==> src/rtl/mem_arbiter.sv <==
// Arbitrates one single-ported memory bus between instruction fetch (F) and data access (M).
// Optional wait-cycle counters are built only when MEMARB_PERF_EN is defined.
module mem_arbiter #(
    parameter int AW = 32,
    parameter int DW = 32
) (
    input  logic          clk,
    input  logic          reset,
    input  logic          FetchReqF,
    input  logic [AW-1:0] PCF,
    input  logic          FlushF,
    output logic [DW-1:0] InstrF,
    output logic          InstrValidF,
    output logic          StallF,
    input  logic          MemReadM,
    input  logic          MemWriteM,
    input  logic [AW-1:0] ALUResultM,
    input  logic [DW-1:0] WriteDataM,
    output logic [DW-1:0] ReadDataM,
    output logic          DataDoneM,
    output logic          StallM,
    output logic          BusReq,
    output logic          BusWe,
    output logic [AW-1:0] BusAddr,
    output logic [DW-1:0] BusWData,
    input  logic [DW-1:0] BusRData,
    input  logic          BusAck,
    output logic [31:0]   FetchWaitCnt,
    output logic [31:0]   DataWaitCnt
);

    typedef enum logic [2:0] {IDLE, FETCH, DATA, DONE_F, DONE_D} state_t;

    state_t state, nextState;
    logic   dataReq;
    logic   stale;
    logic   launchData;
    logic   launchFetch;

    assign dataReq = MemReadM | MemWriteM;

    always_ff @(posedge clk) begin
        if (reset) state <= IDLE;
        else       state <= nextState;
    end

    // DONE_F never launches a fetch and DONE_D never relaunches the served data request.
    always_comb begin
        nextState = state;
        case (state)
            IDLE: begin
                if (dataReq)        nextState = DATA;
                else if (FetchReqF) nextState = FETCH;
            end
            FETCH:   if (BusAck) nextState = DONE_F;
            DATA:    if (BusAck) nextState = DONE_D;
            DONE_F:  nextState = dataReq ? DATA : IDLE;
            DONE_D:  nextState = FetchReqF ? FETCH : IDLE;
            default: nextState = IDLE;
        endcase
    end

    always_comb begin
        BusReq      = 1'b0;
        InstrValidF = 1'b0;
        DataDoneM   = 1'b0;
        case (state)
            FETCH, DATA: BusReq      = 1'b1;
            DONE_F:      InstrValidF = ~stale & ~FlushF;
            DONE_D:      DataDoneM   = 1'b1;
            default: ;
        endcase
    end

    assign StallF = FetchReqF & ~InstrValidF;
    assign StallM = dataReq & ~DataDoneM;

    assign launchData  = (nextState == DATA)  && (state != DATA);
    assign launchFetch = (nextState == FETCH) && (state != FETCH);

    // Bus address/control are latched once at launch and held for the whole access.
    always_ff @(posedge clk) begin
        if (reset) begin
            BusAddr   <= '0;
            BusWe     <= 1'b0;
            BusWData  <= '0;
            InstrF    <= '0;
            ReadDataM <= '0;
            stale     <= 1'b0;
        end else begin
            if (launchData) begin
                BusAddr  <= ALUResultM;
                BusWe    <= MemWriteM;
                BusWData <= WriteDataM;
            end else if (launchFetch) begin
                BusAddr <= PCF;
                BusWe   <= 1'b0;
            end
            if (state == FETCH && BusAck)
                InstrF <= BusRData;
            if (state == DATA && BusAck && !BusWe)
                ReadDataM <= BusRData;
            // A flush while the fetch is in flight (ack cycle included) marks its result stale.
            if (state == DONE_F)
                stale <= 1'b0;
            else if (state == FETCH && FlushF)
                stale <= 1'b1;
        end
    end

`ifdef MEMARB_PERF_EN
    logic [31:0] fetchWaitQ;
    logic [31:0] dataWaitQ;

    always_ff @(posedge clk) begin
        if (reset) begin
            fetchWaitQ <= '0;
            dataWaitQ  <= '0;
        end else begin
            if (state == FETCH) fetchWaitQ <= fetchWaitQ + 32'd1;
            if (state == DATA)  dataWaitQ  <= dataWaitQ + 32'd1;
        end
    end

    assign FetchWaitCnt = fetchWaitQ;
    assign DataWaitCnt  = dataWaitQ;
`else
    assign FetchWaitCnt = '0;
    assign DataWaitCnt  = '0;
`endif

endmodule

==> config.mk <==
export PLATFORM = sky130hd
export DESIGN_NAME = mem_arbiter
export DESIGN_NICKNAME = d
export VERILOG_FILES = /design/src/rtl/mem_arbiter.sv
export SDC_FILE = /design/constraint.sdc
export NUM_CORES = 1
export LEC_CHECK = 0
export ABC_AREA = 1
export CAP_MARGIN = 20
export CORE_AREA = 4 4 129 131
export CTS_CLUSTER_SIZE = 20
export DETAILED_ROUTE_END_ITERATION = 12
export DIE_AREA = 0 0 133 135
export PLACE_DENSITY = 0.8
export SLEW_MARGIN = 40
export SYNTH_ARGS = -nofsm -noshare
export SYNTH_HDL_FRONTEND = slang
export SYNTH_SLANG_ARGS = --single-unit
==> constraint.sdc <==
create_clock -name clk -period 2.2 [get_ports clk]
set_clock_uncertainty 0.2 [all_clocks]
set_input_delay 0.22 -clock clk [delete_from_list [all_inputs] [get_ports clk]]
set_output_delay 0.22 -clock clk [all_outputs]
set_load 0.03 [all_outputs]
# After elaboration in Yosys (flattened, before gate mapping)
# Cells that the tools add are included.
[word_totals]
elab_cells = 48
regBits = 133
input_bits = 135
output_inout_bits = 198
[classes]
eq_ne = 8
bitwise = 8
muxes = 14
n_reduce_logical = 11
[ops]
columns = ["op", "n"]
rows = [
  ["$mux W32", 2],
  ["$pmux W3 S5", 1],
  ["$mux W3", 4],
  ["$eq A3 B2 Y1 const B", 3],
  ["$eq A3 B1 Y1 const B", 2],
  ["$logic_and A1 B1 Y1", 6],
  ["$mux W1", 6],
  ["$not A1 Y1", 4],
  ["$reduce_or A2 Y1", 2],
  ["$and A1 B1 Y1", 3],
  ["$eq A3 B3 Y1 const B", 1],
  ["$logic_not A3 Y1", 1],
  ["$ne A3 B1 Y1 const B", 1],
  ["$ne A3 B2 Y1 const B", 1],
  ["$mux W2", 1],
  ["$reduce_bool A2 Y1", 1],
  ["$logic_not A1 Y1", 1],
  ["$or A1 B1 Y1", 1],
]

# Logic depth before layout (Yosys ltp)
# Gate-level depths: netlist of the first run.
[logic_depth]
depth_word = 7
depth_mapped = 11
ltp_nobuf = 9

# Worst setup path after synthesis of the first run
# No wires, ideal clock.
[synth_timing]
path_type = "reg2out"
start = "register state[1]"
end = "output port StallF"
arrival_ns = 1.844
n_path_buf = 0
stages_incl_launch_ff = 4
path_slack_ns = -0.064
t_required_ns = 1.780
cell_sequence = "dfxtp_1 nand2_2 nor4_1 nor2_1"
[synth_between]
elab_chain_cells = 4
[synth_lines]
columns = ["item", "line", "source"]
rows = [
  ["start: declaration", "34", "state_t state, nextState;"],
  ["start signal: assignment", "44", "else state <= nextState;"],
  ["$eq A3 B2 Y1", "67", "case (state)"],
  ["$mux W1", "67", ""],
  ["named net InstrValidF", "13", "output logic InstrValidF,"],
  ["$not A1 Y1", "75", "assign StallF = FetchReqF & ~InstrValidF;"],
  ["$and A1 B1 Y1", "75", ""],
  ["end: declaration", "14", "output logic StallF,"],
]
# The timed path passes the listed nets, and every way through them passes these cells.

# Worst setup path in the final report of the first run
[layout_timing]
start = "register state[2]"
end = "output port DataDoneM"
[layout_between]
elab_chain_cells = 2
[layout_lines]
columns = ["item", "line", "source"]
rows = [
  ["$eq A3 B3 Y1", "67", ""],
  ["$mux W1", "67", ""],
  ["end: declaration", "20", "output logic DataDoneM,"],
]
# No other way between the ends.

==> key figures, run 1 <==
Cells and area
  • Fin nets: 1,240
  • Area growth, synth to finish: 53.9%
  • Commonest cells after routing, fill and taps aside: 263 x clkdlybuf4s50_1, 204 x nor2_1, 175 x nand2_1, 133 x dfxtp_1, 66 x nand3_1
  • Layout cells sized above 1: 0.0608
  • Diode count: 0
  • # fillers: 1,421
  • Most common cell after layout, fill and taps aside: clkdlybuf4s50_1
  • Final instance area: 0.00915 mm²

Floorplanning
  • Die span in x: 133 µm
  • Initial core utilization: 0.381
  • Std cell rows: 46
  • Die area: 0.0180 mm²
  • Core area: 0.0156 mm²
  • I/O Pins: 333
  • Die outline height: 135 µm

Worst setup path
  • CP cell instances: inv_1 -> nor2_1 -> dlygate4sd2_1
  • Slowest-stage cell, CP: dfxtp_1
  • Worst R2R End: state[1]$_SDFF_PP0_
  • FF-to-FF path depth: 7
  • Critical path depth in cells: 3
  • Max incr delay on CP: 0.46 ns
  • Critical path arrival: 1.63 ns
  • CP endpoint: DataDoneM
  • Worst Setup SP: state[2]$_SDFF_PP0_
  • Reg2Reg Setup Slack: 0.38 ns
  • Crit path max-delay family: buffers and inverters
  • Worst Path Buf+Inv: 2
  • Worst EP required: 1.78 ns
  • RR Startpoint: state[2]$_SDFF_PP0_
  • Kind of critical path: reg2out
  • CP endpoint kind: output port
  • Max FO, Critical Path: 6
  • CP Launch Type: flip-flop

Synthesis
  • Post-Synth Adder-Cell Area: 0
  • Yosys top cell by area: dfxtp_1
  • Post-synth top area share: 0.448
  • Number of synthesized register bits: 133
  • Xor/xnor share of the synthesized area: 0
  • Cells after Synth: 851
  • Post-synthesis cell area: 0.00595 mm²
  • Syn Area/Cell: 6.99 µm²
  • Multiplexer share of the synthesized area: 0
  • Yosys warning count: 0
  • Largest cells by area after synthesis: dfxtp_1 45%, nor2_1 13%, nand2_1 11%, buf_4 8.1%, nand3_1 5.6%
  • Synth Area in Simple Gates: 0.310
  • Largest family of logic cells by synthesized area: simple AND/OR/NAND/NOR gates
  • Cell variety after synth: 23
  • Compound-cell area share of the yosys netlist: 0.0844
  • Seq/Total Area, Yosys: 0.448

Pwr
  • P_int: 5450 µW
  • Sw Pwr: 2900 µW
  • Leakage: 0.00400 µW
  • Clk pwr share: 0.338
  • Switching part of the total: 0.347
  • Register share of total power: 0.341
  • Gate power share: 0.321
  • Power per cell area: 912 mW/mm²
  • Maximum VDD drop: 0.000476 V

GRT
  • Largest net degree at the start of global routing: 59
  • Initial antenna violation count: 0
  • Number of global-route vias before repair: 5,676
  • First-pass GRT wire length: 29,200 µm
  • Grt ovf: 0
  • GRT Total Usage: 0.205

Timing
  • Final setup vio count: 0
  • Unrepaired setup endpoints after global routing: no
  • Fin Setup TNS: 0 ns
  • Crit share post-route: 0.931
  • Slew Viols, Final: 0
  • Worst slew margin: 0.575
  • Fmax: 0.488 GHz
  • Setup slack after layout: 0.152 ns
  • Hold_ws: 0.182 ns
  • Actual slew at the worst max-slew pin: 0.637 ns
  • Final Hold Fails: 0
  • Minimum clock period: 2.05 ns

Placement
  • Pre-CTS WS: 0.137 ns
  • Detail Placement HPWL: 13,700 µm
  • RePlAce Congestion: 0.773
  • DP Area: 0.00857 mm²
  • Port Buffers: 268

Clocking
  • CTS clk-pin slew, worst paths: 0.06 ns
  • TritonCTS Buffers: 17
  • CTS tree: built
  • CTS Hold Bufs: 0
  • H-tree depth: 4
  • Clock latency on the worst-skew pair: 0.42 ns
  • Clock Sinks: 133
  • Clock tree root driver cell: clkbuf_16
  • Clock Tree Buf Depth: 2

Detailed routing
  • Via density: 4.49
  • Initial DRT Pass Iterations: 5
  • DR DRC count: 0
  • Final wirelength: 19,100 µm
  • Via Count: 5,989
  • DRT antenna net count: 0
  • WL per Instance: 14.3 µm
  • Initial DRC count: 295

Worst hold path
  • Worst hold path type: in2reg

Flow run
  • Max-cap violations: 0

Outcome
  • Status: completed
## worst min-delay path by stage
stage,startpoint,to,slack [ns],cells past startpoint
floorplan,BusRData[24],InstrF[24]$_SDFFE_PP0P_,0.15,2
global placement,ReadDataM[19]$_SDFFE_PP0P_,ReadDataM[19]$_SDFFE_PP0P_,0.25,2
detailed placement,ReadDataM[11]$_SDFFE_PP0P_,ReadDataM[11]$_SDFFE_PP0P_,0.25,2
CTS,WriteDataM[3],BusWData[3]$_SDFFE_PP0P_,0.16,3
global route,WriteDataM[26],BusWData[26]$_SDFFE_PP0P_,0.18,3
finish,WriteDataM[3],BusWData[3]$_SDFFE_PP0P_,0.18,3
## routing by layer
layer	track usage	up-vias	wire, µm
met2	0.350	247	9560
met3	0.0823	40	1810
met5	0	-	0
met1	0.224	2662	7130
li1	-	3040	-
met4	0.0953	0	563
## power by group through the flow
| stage | clock [µW] | sequential (µW) | combinational, µW |
|---|---|---|---|
| 4_1_cts | 2890 | 2850 | 2710 |
| 3_3_place_gp | 0 | 2880 | 2680 |
| 3_5_place_dp | 0 | 2890 | 2700 |
| 5_1_grt | 2980 | 2880 | 2920 |
| 6_report | 2820 | 2840 | 2680 |
| 2_1_floorplan | 0 | 3430 | 1180 |
## worst min-delay path, stage by stage
cell	delay, ns
clkdlybuf4s50_1	0.39
nor2_1	0.10
nor2_1	0.05
## synth_stat cells
library cell / instances
conb_1: 1
buf_1: 1
o21ai_1: 26
nor2_4: 1
buf_2: 17
nor2_1: 204
o21ai_0: 39
nand2_2: 2
a31oi_1: 1
nor4_1: 1
buf_6: 10
clkbuf_2: 1
nand2_4: 2
buf_4: 64
dfxtp_1: 133
nor2_2: 4
nor3_1: 3
nand2_1: 175
a21oi_1: 34
inv_2: 3
clkbuf_1: 22
nand3_1: 66
inv_1: 41
## stage by stage
stage                     utilization  total power [µW]  instances
after floorplan                     -              4610        914
after global placement          0.550              5560       1302
after detailed placement        0.550              5590       1302
after CTS                       0.587              8440       1334
after global routing            0.587              8780       1334
final                           0.587              8350       1334
## logic make-up after synthesis
family,Yosys count
buf+inv,159
other cells,1
flops,133
simple gates,458
compound gates,100
## flip-flops by register name, indices dropped and copies added (netlist names)
| name | cells |
|---|---|
| BusAddr | 32 |
| stale | 1 |
| InstrF | 32 |
| ReadDataM | 32 |
| state | 3 |
| BusWData | 32 |
| BusWe | 1 |
## layout make-up
cell class	count	area, µm²	area share
repair buffers	287	2870	0.314
inverters	44	165	0.0180
flip-flops and latches	133	2660	0.291
well taps	216	270	0.0295
clock buffers	19	443	0.0484
clock inverters	13	145	0.0159
multi-input cells	622	2590	0.283
## timing repair
item / CTS / global route
endpoints found under the setup margin: 2 / 1
setup buffers: 0 / 0
gates resized for setup: 2 / 2
Note: power is estimated with default switching activity, not from simulation.
==> run 2: changes to the inputs <==
- ABC_CLOCK_PERIOD_IN_PS: not set -> 2200
==> results of run 2 <==
The final DEF is identical to that of run 1; final timing and power are the same.
==> run 3: changes to the inputs <==
- ABC_AREA: 1 -> not set
==> key figures, run 3 <==
Clocking
  • CTS clk-pin slew, worst paths: 0.06 ns (about the same)
  • Clock tree root driver cell: clkbuf_16
  • TritonCTS Buffers: 17 (unchanged)
  • Clock Sinks: 133 (unchanged)
  • H-tree depth: 4 (unchanged)
  • Clock latency on the worst-skew pair: 0.41 ns (about the same)
  • CTS tree: built
  • Clock Tree Buf Depth: 2 (unchanged)

Synthesis
  • Post-synthesis cell area: 0.00598 mm² (+0.55%)
  • Yosys top cell by area: dfxtp_1
  • Synth cell count leaders: 133 x dfxtp_1, 98 x a21oi_1, 67 x nor3_1
  • FFs w/ async S/R, synth: 0 (unchanged)
  • Syn Area/Cell: 8.34 µm² (+19%)
  • Main flop type after synthesis: dfxtp_1
  • Most common cell in the netlist: dfxtp_1
  • Cells after Synth: 717 (-16%)
  • Post-synth top area share: 0.445 (-0.00243)
  • Number of synthesized register bits: 133 (unchanged)
  • Largest cells by area after synthesis: dfxtp_1 45%, buf_4 8.3%, a21oi_1 8.2%, a2111oi_2 7.5%, nor3_1 5.6%
  • Cell variety after synth: 33 (+43%)
  • Post-synth EDFFs: 0 (unchanged)
  • Seq/Total Area, Yosys: 0.445 (-0.00243)
  • Yosys warning count: 0 (unchanged)

Timing
  • Final setup vio count: 0 (unchanged)
  • Minimum clock period: 2.10 ns (+0.0498 ns)
  • Setup slack after layout: 0.102 ns (-0.0498 ns)
  • Fmax: 0.477 GHz (-2.4%)
  • Fin Setup TNS: 0 ns (unchanged)
  • Unrepaired setup endpoints after global routing: no
  • Final Hold Fails: 0 (unchanged)
  • Crit share post-route: 0.953 (+0.0226)
  • Slew Viols, Final: 0 (unchanged)

Cells and area
  • Final instance area: 0.00936 mm² (+2.2%)
  • Fin cells: 1,190 (-11%)
  • # fillers: 1,399 (-1.5%)
  • Layout cells sized above 1: 0.107 (+0.0460)
  • Area growth, synth to finish: 56.5%
  • Diode count: 0 (unchanged)
  • Fin nets: 1,096 (-12%)
  • Commonest cells after routing, fill and taps aside: 261 x clkdlybuf4s50_1, 132 x dfxtp_1, 98 x a21oi_1, 66 x nor3_1
  • Most common cell after layout, fill and taps aside: clkdlybuf4s50_1

Placement
  • Detail Placement HPWL: 13,900 µm (+1.4%)
  • RePlAce Congestion: 0.748 (-3.2%)
  • DP Area: 0.00879 mm² (+2.5%)
  • Pre-CTS WS: -0.0331 ns (-0.170 ns)
  • Dpl cells: 1,157 (-11%)
  • Port Buffers: 268 (unchanged)

Detailed routing
  • WL per Instance: 16.7 µm (+17%)
  • DRT antenna net count: 0 (unchanged)
  • Final wirelength: 19,900 µm (+4.4%)
  • Initial DRT Pass Iterations: 4 (-1)
  • Initial DRC count: 337 (+14%)
  • DR DRC count: 0 (unchanged)
  • Via Count: 5,885 (-1.7%)
  • Via density: 4.95 (+10%)

GRT
  • Grt ovf: 0 (unchanged)
  • First-pass GRT wire length: 30,600 µm (+4.8%)
  • GRT Total Usage: 0.212 (+0.00671)
  • Initial antenna violation count: 0 (unchanged)
  • Number of global-route vias before repair: 5,772 (+1.7%)
  • Largest net degree at the start of global routing: 71 (+20%)

Worst setup path
  • Worst EP required: 1.78 ns (about the same)
  • Kind of critical path: reg2out
  • RR Startpoint: state[1]$_SDFF_PP0_
  • Max FO, Critical Path: 10 (+4)
  • Worst R2R End: BusAddr[0]$_SDFFE_PP0P_
  • Critical path arrival: 1.68 ns (+0.05 ns)
  • CP Launch Type: flip-flop
  • Reg2Reg Setup Slack: 0.27 ns (-0.11 ns)
  • CP endpoint kind: output port
  • FF-to-FF path depth: 5 (-2)

Pwr
  • Maximum VDD drop: 0.000517 V (+8.5%)
  • Leakage: 0.00334 µW (-17%)
  • Gate power share: 0.293 (-0.028)
  • Switching part of the total: 0.331 (-0.0159)
  • Register share of total power: 0.357 (+0.016)
  • Clk pwr share: 0.349 (+0.011)
  • P_int: 5110 µW (-6.3%)
  • Sw Pwr: 2530 µW (-13%)
  • Power per cell area: 816 mW/mm² (-11%)

Worst hold path
  • Hold worst-path end: BusWData[21]$_SDFFE_PP0P_
  • HP Start: WriteDataM[21]
  • Worst hold path type: in2reg
  • WHS Path Cells: 3 (unchanged)

Outcome
  • Status: completed

Floorplanning
  • Std cell rows: 46 (unchanged)
  • I/O Pins: 333 (unchanged)
  • Die outline height: 135 µm (unchanged)
  • Die span in x: 133 µm (unchanged)
  • Die area: 0.0180 mm² (unchanged)
  • Initial core utilization: 0.383 (+0.00209)
  • Core area: 0.0156 mm² (unchanged)

Flow run
  • Max-cap violations: 0 (unchanged)
==> run 3: cells by family after synthesis <==
logic type	Yosys count	share of synthesized area
compound gates	200	0.224
flops	133	0.445
xor+xnor	2	0.00544
simple gates	213	0.170
other cells	1	0.000627
buf+inv	168	0.155
==> run 3: metrics by stage <==
step,total power [µW],utilization,hold WS (ns)
final,7630,0.600,0.164
after global routing,7960,0.600,0.159
after CTS,7700,0.600,0.143
after detailed placement,5020,0.563,0.246
after global placement,4990,0.563,0.241
after floorplan,4140,-,0.156
==> run 3: critical path, cell delays in order, from the launching register on <==
cell      delay (ns)
dfxtp_1         0.44
buf_4           0.26
nand3b_1        0.13
nor3_2          0.18
nor2b_1         0.08
buf_4           0.17
==> run 3: final cells by class <==
| type | count | area [µm²] | share of cell area |
|---|---|---|---|
| timing repair buffer | 296 | 3040 | 0.325 |
| multi-input combinational | 479 | 2700 | 0.288 |
| sequential | 133 | 2660 | 0.285 |
| clock buffer | 22 | 484 | 0.0517 |
| tap | 216 | 270 | 0.0289 |
| inverter | 34 | 128 | 0.0136 |
| clock inverter | 10 | 72.6 | 0.00775 |
==> run 3: worst max-delay path by stage <==
stage,depth (start not counted),start,end
after floorplan,4,state[0]$_SDFF_PP0_,StallF
after global placement,5,FetchReqF,BusAddr[4]$_SDFFE_PP0P_
after detailed placement,5,FetchReqF,BusAddr[28]$_SDFFE_PP0P_
after CTS,5,state[1]$_SDFF_PP0_,StallF
after global routing,5,state[1]$_SDFF_PP0_,StallF
final,5,state[1]$_SDFF_PP0_,StallF
==> run 3: power by group through the flow <==
stage	Combinational (µW)	Sequential, µW	Clock [µW]
floorplan	984	3160	0
global placement	2220	2770	0
detailed placement	2240	2780	0
CTS	2250	2730	2730
global route	2370	2760	2830
finish	2240	2730	2670
==> run 3: repair_timing <==
item / 4_1_cts / 5_1_grt
endpoints found under the setup margin: 3 / 0
hold buffers: 1 / 0
gates resized for setup: 3 / 0
setup buffers: 0 / 0
endpoints found under the hold margin: 1 / 0
==> run 3: routing by layer <==
layer | up-vias | share of wire | track usage | wire, µm
met2 | 263 | 0.47 | 0.345 | 9400
met1 | 2743 | 0.42 | 0.261 | 8280
met3 | 31 | 0.091 | 0.0741 | 1820
li1 | 2848 | - | - | -
met4 | 0 | 0.021 | 0.0745 | 416
met5 | - | 0 | 0 | 0
